`src/rtl/mac_ctrl_pkg.sv`:
```
// Shared definitions for the sequenced-MAC controller.
//   - Default parameter values for operand, address and tap-count widths.
//   - Controller state encoding.
package mac_ctrl_pkg;

    localparam int DEF_INPUT_MULTIPLICAND = 16;
    localparam int DEF_ADDR_W             = 10;
    localparam int DEF_TAP_W              = 8;

    typedef enum logic [2:0] {
        ST_IDLE  = 3'd0,
        ST_CLEAR = 3'd1,
        ST_RUN   = 3'd2,
        ST_DRAIN = 3'd3,
        ST_OUT   = 3'd4
    } state_t;

endpackage

```
`src/rtl/tap_counter.sv`:
```
// Tap counter for the MAC sequencer.
// Ports:
//   clk, rst : clock and synchronous active-high reset
//   clr      : zero the count (takes priority over en)
//   en       : advance the count by one
//   last     : terminal value; tc is high while cnt equals it
//   cnt      : current tap index
//   tc       : terminal-count flag
module tap_counter #(
    parameter int W = mac_ctrl_pkg::DEF_TAP_W
) (
    input  logic         clk,
    input  logic         rst,
    input  logic         clr,
    input  logic         en,
    input  logic [W-1:0] last,
    output logic [W-1:0] cnt,
    output logic         tc
);

    logic [W-1:0] cnt_reg;

    always_ff @(posedge clk) begin
        if (rst || clr) begin
            cnt_reg <= '0;
        end else if (en) begin
            cnt_reg <= cnt_reg + W'(1);
        end
    end

    assign cnt = cnt_reg;
    assign tc  = (cnt_reg == last);

endmodule

```
`src/rtl/mac_seq_ctrl.sv`:
```
// Sequencer for one dot-product job on an external MAC.
// A job streams num_taps pixel/kernel address pairs to memory (read data
// returns one cycle after rd_en), lets the MAC accumulate exactly those
// products, then presents the accumulator on result with a valid/ready
// handshake.
// Ports:
//   clk, rst                 : clock, synchronous active-high reset
//   start, num_taps,
//   pix_base, ker_base       : job request, latched when accepted in IDLE
//   busy                     : high in every state except IDLE
//   rd_en, pix_addr, ker_addr: memory read strobe and addresses
//   mac_rst, mac_stop        : MAC accumulator clear and hold
//   mac_out                  : MAC accumulator value
//   result, result_valid,
//   result_ready, done       : result handshake; done pulses on acceptance
module mac_seq_ctrl
    import mac_ctrl_pkg::*;
#(
    parameter int INPUT_MULTIPLICAND = DEF_INPUT_MULTIPLICAND,
    parameter int ADDR_W             = DEF_ADDR_W,
    parameter int TAP_W              = DEF_TAP_W
) (
    input  logic                            clk,
    input  logic                            rst,
    input  logic                            start,
    input  logic [TAP_W-1:0]                num_taps,
    input  logic [ADDR_W-1:0]               pix_base,
    input  logic [ADDR_W-1:0]               ker_base,
    output logic                            busy,
    output logic                            rd_en,
    output logic [ADDR_W-1:0]               pix_addr,
    output logic [ADDR_W-1:0]               ker_addr,
    output logic                            mac_rst,
    output logic                            mac_stop,
    input  logic [2*INPUT_MULTIPLICAND-1:0] mac_out,
    output logic [2*INPUT_MULTIPLICAND-1:0] result,
    output logic                            result_valid,
    input  logic                            result_ready,
    output logic                            done
);

    localparam int RES_W = 2 * INPUT_MULTIPLICAND;

    state_t              state_reg;
    logic [TAP_W-1:0]    num_taps_reg;
    logic [ADDR_W-1:0]   pix_base_reg;
    logic [ADDR_W-1:0]   ker_base_reg;
    logic [RES_W-1:0]    result_reg;
    logic                out_first_reg;
    logic                rd_en_reg;
    logic                mac_rst_reg;
    logic                mac_stop_reg;
    logic                result_valid_reg;

    logic [TAP_W-1:0]    tap_cnt;
    logic                tap_tc;

    tap_counter #(
        .W(TAP_W)
    ) u_tap_counter (
        .clk  (clk),
        .rst  (rst),
        .clr  (state_reg == ST_CLEAR),
        .en   (state_reg == ST_RUN),
        .last (num_taps_reg - TAP_W'(1)),
        .cnt  (tap_cnt),
        .tc   (tap_tc)
    );

    always_ff @(posedge clk) begin
        if (rst) begin
            state_reg        <= ST_IDLE;
            num_taps_reg     <= '0;
            pix_base_reg     <= '0;
            ker_base_reg     <= '0;
            result_reg       <= '0;
            out_first_reg    <= 1'b0;
            rd_en_reg        <= 1'b0;
            mac_rst_reg      <= 1'b0;
            mac_stop_reg     <= 1'b1;
            result_valid_reg <= 1'b0;
        end else begin
            // Read data is valid the cycle after rd_en, so the MAC is
            // released exactly one cycle behind each read strobe.
            mac_stop_reg <= ~rd_en_reg;
            mac_rst_reg  <= 1'b0;
            case (state_reg)
                ST_IDLE: begin
                    if (start) begin
                        num_taps_reg <= num_taps;
                        pix_base_reg <= pix_base;
                        ker_base_reg <= ker_base;
                        mac_rst_reg  <= 1'b1;
                        state_reg    <= ST_CLEAR;
                    end
                end
                ST_CLEAR: begin
                    if (num_taps_reg != '0) begin
                        rd_en_reg <= 1'b1;
                        state_reg <= ST_RUN;
                    end else begin
                        state_reg <= ST_DRAIN;
                    end
                end
                ST_RUN: begin
                    if (tap_tc) begin
                        rd_en_reg <= 1'b0;
                        state_reg <= ST_DRAIN;
                    end
                end
                ST_DRAIN: begin
                    result_valid_reg <= 1'b1;
                    out_first_reg    <= 1'b1;
                    state_reg        <= ST_OUT;
                end
                ST_OUT: begin
                    out_first_reg <= 1'b0;
                    if (out_first_reg) begin
                        result_reg <= mac_out;
                    end
                    if (result_ready) begin
                        result_valid_reg <= 1'b0;
                        state_reg        <= ST_IDLE;
                    end
                end
                default: begin
                    state_reg <= ST_IDLE;
                end
            endcase
        end
    end

    // Addresses wrap modulo 2**ADDR_W through natural truncation.
    assign pix_addr = pix_base_reg + ADDR_W'(tap_cnt);
    assign ker_addr = ker_base_reg + ADDR_W'(tap_cnt);

    // The last product lands in the accumulator on the edge that enters OUT,
    // so the first OUT cycle forwards mac_out and the capture register holds
    // it for the rest of the handshake.
    assign result = out_first_reg ? mac_out : result_reg;

    // rst gates the strobes immediately, not only after the next edge.
    assign busy         = (state_reg != ST_IDLE) & ~rst;
    assign rd_en        = rd_en_reg & ~rst;
    assign mac_rst      = mac_rst_reg | rst;
    assign mac_stop     = mac_stop_reg | rst;
    assign result_valid = result_valid_reg & ~rst;
    assign done         = result_valid & result_ready;

endmodule
```
`config.mk`:
```
export PLATFORM = sky130hd
export DESIGN_NAME = mac_seq_ctrl
export DESIGN_NICKNAME = d
export VERILOG_FILES = /design/src/rtl/mac_ctrl_pkg.sv /design/src/rtl/tap_counter.sv /design/src/rtl/mac_seq_ctrl.sv
export SDC_FILE = /design/constraint.sdc
export NUM_CORES = 1
export LEC_CHECK = 0
export ABC_CLOCK_PERIOD_IN_PS = 4900
export CORE_MARGIN = 2
export CORE_UTILIZATION = 40
export CTS_BUF_LIST = sky130_fd_sc_hd__clkbuf_8
export CTS_CLUSTER_DIAMETER = 60
export DETAILED_ROUTE_END_ITERATION = 10
export DONT_BUFFER_PORTS = 1
export PLACE_DENSITY = 0.5
export REMOVE_ABC_BUFFERS = 1
export SLEW_MARGIN = 20
export SYNTH_ARGS = -nofsm -noshare
export SYNTH_HDL_FRONTEND = slang
export SYNTH_SLANG_ARGS = --single-unit
```
`constraint.sdc`:
```
create_clock -name clk -period 4.9 [get_ports clk]
set_input_delay 0.98 -clock clk [delete_from_list [all_inputs] [get_ports clk]]
set_output_delay 0.98 -clock clk [all_outputs]
set_load 0.01 [all_outputs]
```
==> flow_metrics.py <==
metrics = {
    "cts": {
        "cts_buffer_depth": 2,
        "cts.sinks": 76,
        "clock_latency_ns": 0.35,
        "path_clk_slew_ns": 0.08,
        "cts_max_level": 3,
        "cts_setup_buffers": 0,
        "cts_hold_buffers": 0,
        "cts_tree": "done",
        "post_cts_resized": 0,
        "ctsRootBufferMaster": "clkbuf_8",
        "cts_inserted_buffers": 9,
    },
    "synth": {
        "yosys.cell_types.count": 47,
        "async_flop_share": 0,
        "synth-seq-area-share": 0.364,
        "ys_warn_count": 0,
        "ys_seq_elements": 76,
        "synth_edf_count": 0,
        "synth_area_per_cell_um2": 8.92,
        "ys.flop_type": "dfxtp_1",
        "syn-cell-area_mm2": 0.00418,
        "synth_cells": 469,
    },
    "worst_setup_path": {
        "cp-end-kind": "output pin",
        "crit_cells": 8,
        "path_cells": "ha_1 > inv_1 > fa_1 > nor2b_1 > o21ai_0 > a21o_1 > a21oi_1 > xor2_1",
        "path_buf_inv": 1,
        "slowest_delay_ns": 0.50,
        "worstPathMaxFanout": 6,
        "r2r_cells": 7,
        "crit_type": "reg -> out",
        "cp_top_family": "adder cells",
        "critPathLaunchType": "flop",
        "cp.required_ns": 3.92,
        "critPathArrivalTime_ns": 2.53,
        "cpMaxStageDelayCell": "dfxtp_1",
    },
    "power": {
        "p_per_area_mw_per_mm2": 401,
        "peakVddDrop_uv": 150,
        "total_power_mw": 1.75,
        "power.leakage_nw": 1.71,
    },
    "floorplanning": {
        "core_area_mm2": 0.0102,
        "fp.dieW_um": 106,
        "die-area_mm2": 0.0113,
        "dieHeight_um": 106,
        "pin_count": 122,
        "initial_core_util": 0.409,
        "rows": 37,
    },
    "detailed_routing": {
        "via_count": 3097,
        "viasPerCell": 5.22,
        "wire_per_inst_um": 15.5,
        "wirelength_um": 9170,
        "post-route-drc-count": 0,
        "first_iter_violations": 120,
        "firstDrtPassIters": 4,
        "ant_nets": 0,
    },
    "global_routing": {
        "grt_first_pass_wirelength_um": 15200,
        "grt_overflow": 0,
        "grt_max_degree": 74,
        "grt_pass1_vias": 3149,
        "antenna_found_initial": 0,
        "grt_usage": 0.169,
    },
    "sta": {
        "period_needed_ns": 3.51,
        "fin_crit_sh": 0.717,
        "max-slew-margin-rel": 0.594,
        "rsz0062_at_grt": "false",
        "drv_slew": 0,
        "worstMarginPinSlew_ns": 0.608,
        "setup_tns_ns": 0,
        "finalSetupViolCount": 0,
        "hold_viol": 0,
        "timing.fmax_mhz": 285,
        "fin_skew_ns": 0.0126,
    },
    "place": {
        "io_buffers": 0,
        "gp_congestion": 0.786,
        "hpwl_um": 6380,
    },
    "finish": {
        "syn_to_final_growth_pct": 4.13,
        "drive_gt1_frac": 0.127,
        "nNetsFinal": 541,
        "largest_reg_flops": 32,
        "antennaDiodeCount": 0,
    },
    "flow_run": {
        "drv_cap": 0,
    },
    "worst_hold_path": {
        "hold_path_class": "reg -> reg",
        "whs_path_depth": 1,
    },
    "run_status": {
        "status": "completed",
    },
}
worst register-to-register path, stage by stage (launching register included):
cell,delay [ns]
dfxtp_1,0.42
inv_1,0.09
ha_1,0.27
o21ba_1,0.20
a221oi_2,0.25
a41oi_1,0.08
nor4_2,0.38
a211oi_1,0.12
per-layer routing:
metal  up-vias  GRT usage  wire length, µm
met4         0     0.0620               98
met1      1433      0.193             3920
met2        92      0.285             4330
li1       1564          -                -
met3         8     0.0656              813
met5         -          0                0
cell type report:
cell class                 count  area [µm²]
timing repair buffer           2        15.0
sequential                    76        1520
clock inverter                 2        7.51
tap                          136         170
fill                        1031        5880
clock buffer                  10         138
multi-input combinational    354        2450
inverter                      13        48.8
cells in the mapped netlist (all sizes together) (4+ instances only):
master	count	share of area
a211oi	4	0.0084
a21oi	40	0.048
buf	15	0.029
clkbuf	11	0.0099
dfxtp	76	0.36
ha	19	0.057
inv	13	0.012
mux2	32	0.086
mux2i	32	0.077
nand2	65	0.058
nand2b	4	0.0060
nand3	6	0.0072
nor2	55	0.051
nor2b	7	0.010
nor3	11	0.016
o21ai	10	0.012
or2	4	0.0060
xnor2	19	0.040
xor2	13	0.027
logic make-up (layout without fill, tap and decap cells):
kind of cell / Yosys count / count (layout) / synth area share
buf+inv: 39 / 27 / 0.0503
compound gates: 71 / 71 / 0.104
fa+ha+maj: 21 / 21 / 0.0664
simple gates: 166 / 166 / 0.185
flops: 76 / 76 / 0.364
xor+xnor: 32 / 32 / 0.0670
mux: 64 / 64 / 0.163
layout by cell type, fill, tap and decap left out, types with 2 or more instances in the layout:
master    netlist  final
inv_1          13     15
a31oi_1         2      2
a21o_1          3      3
clkbuf_8        0     10
xnor2_1        19     19
and3_1          2      2
mux2i_1        32     32
nand2_1        65     64
dfxtp_1        76     76
fa_1            2      2
nor3_1         10     10
nand2b_1        4      4
a41oi_1         2      2
mux2_2         32     32
o21ai_0        10     10
nor2b_1         7      7
nor2_1         54     54
a21oi_1        40     40
nand4_1         2      2
nand3_1         6      6
or2_2           3      3
or3_1           3      3
buf_4           3      2
ha_1           19     19
a22oi_1         2      2
a211oi_1        3      3
xor2_1         13     13
stage by stage:
step                 util  setup WS (ns)  cells  hold slack [ns]  instance area (µm²)
floorplan               -           2.02    443            0.391                 4020
global placement    0.411           1.83    581            0.426                 4210
finish              0.426           1.39    593            0.449                 4360
global route        0.426           1.20    593            0.479                 4360
CTS                 0.425           1.38    593            0.454                 4350
detailed placement  0.411           1.80    581            0.429                 4210
path summary, 6_finish.rpt:
check,start,endpoint,slack [ns]
setup / recovery,u_tap_counter.cnt[0],pix_addr[8],1.39
hold / removal,rd_en_reg,mac_stop_reg,0.45
setup reg to reg,num_taps_reg[0],rd_en_reg,2.98
hold reg to reg,rd_en_reg,mac_stop_reg,0.45
report_power, final:
part | switching [mW] | internal (mW)
clock network | 0.211 | 0.183
logic | 0.343 | 0.234
registers | 0.0858 | 0.688
total | 0.640 | 1.11
No activity file was read; power rests on OpenSTA's default activity.
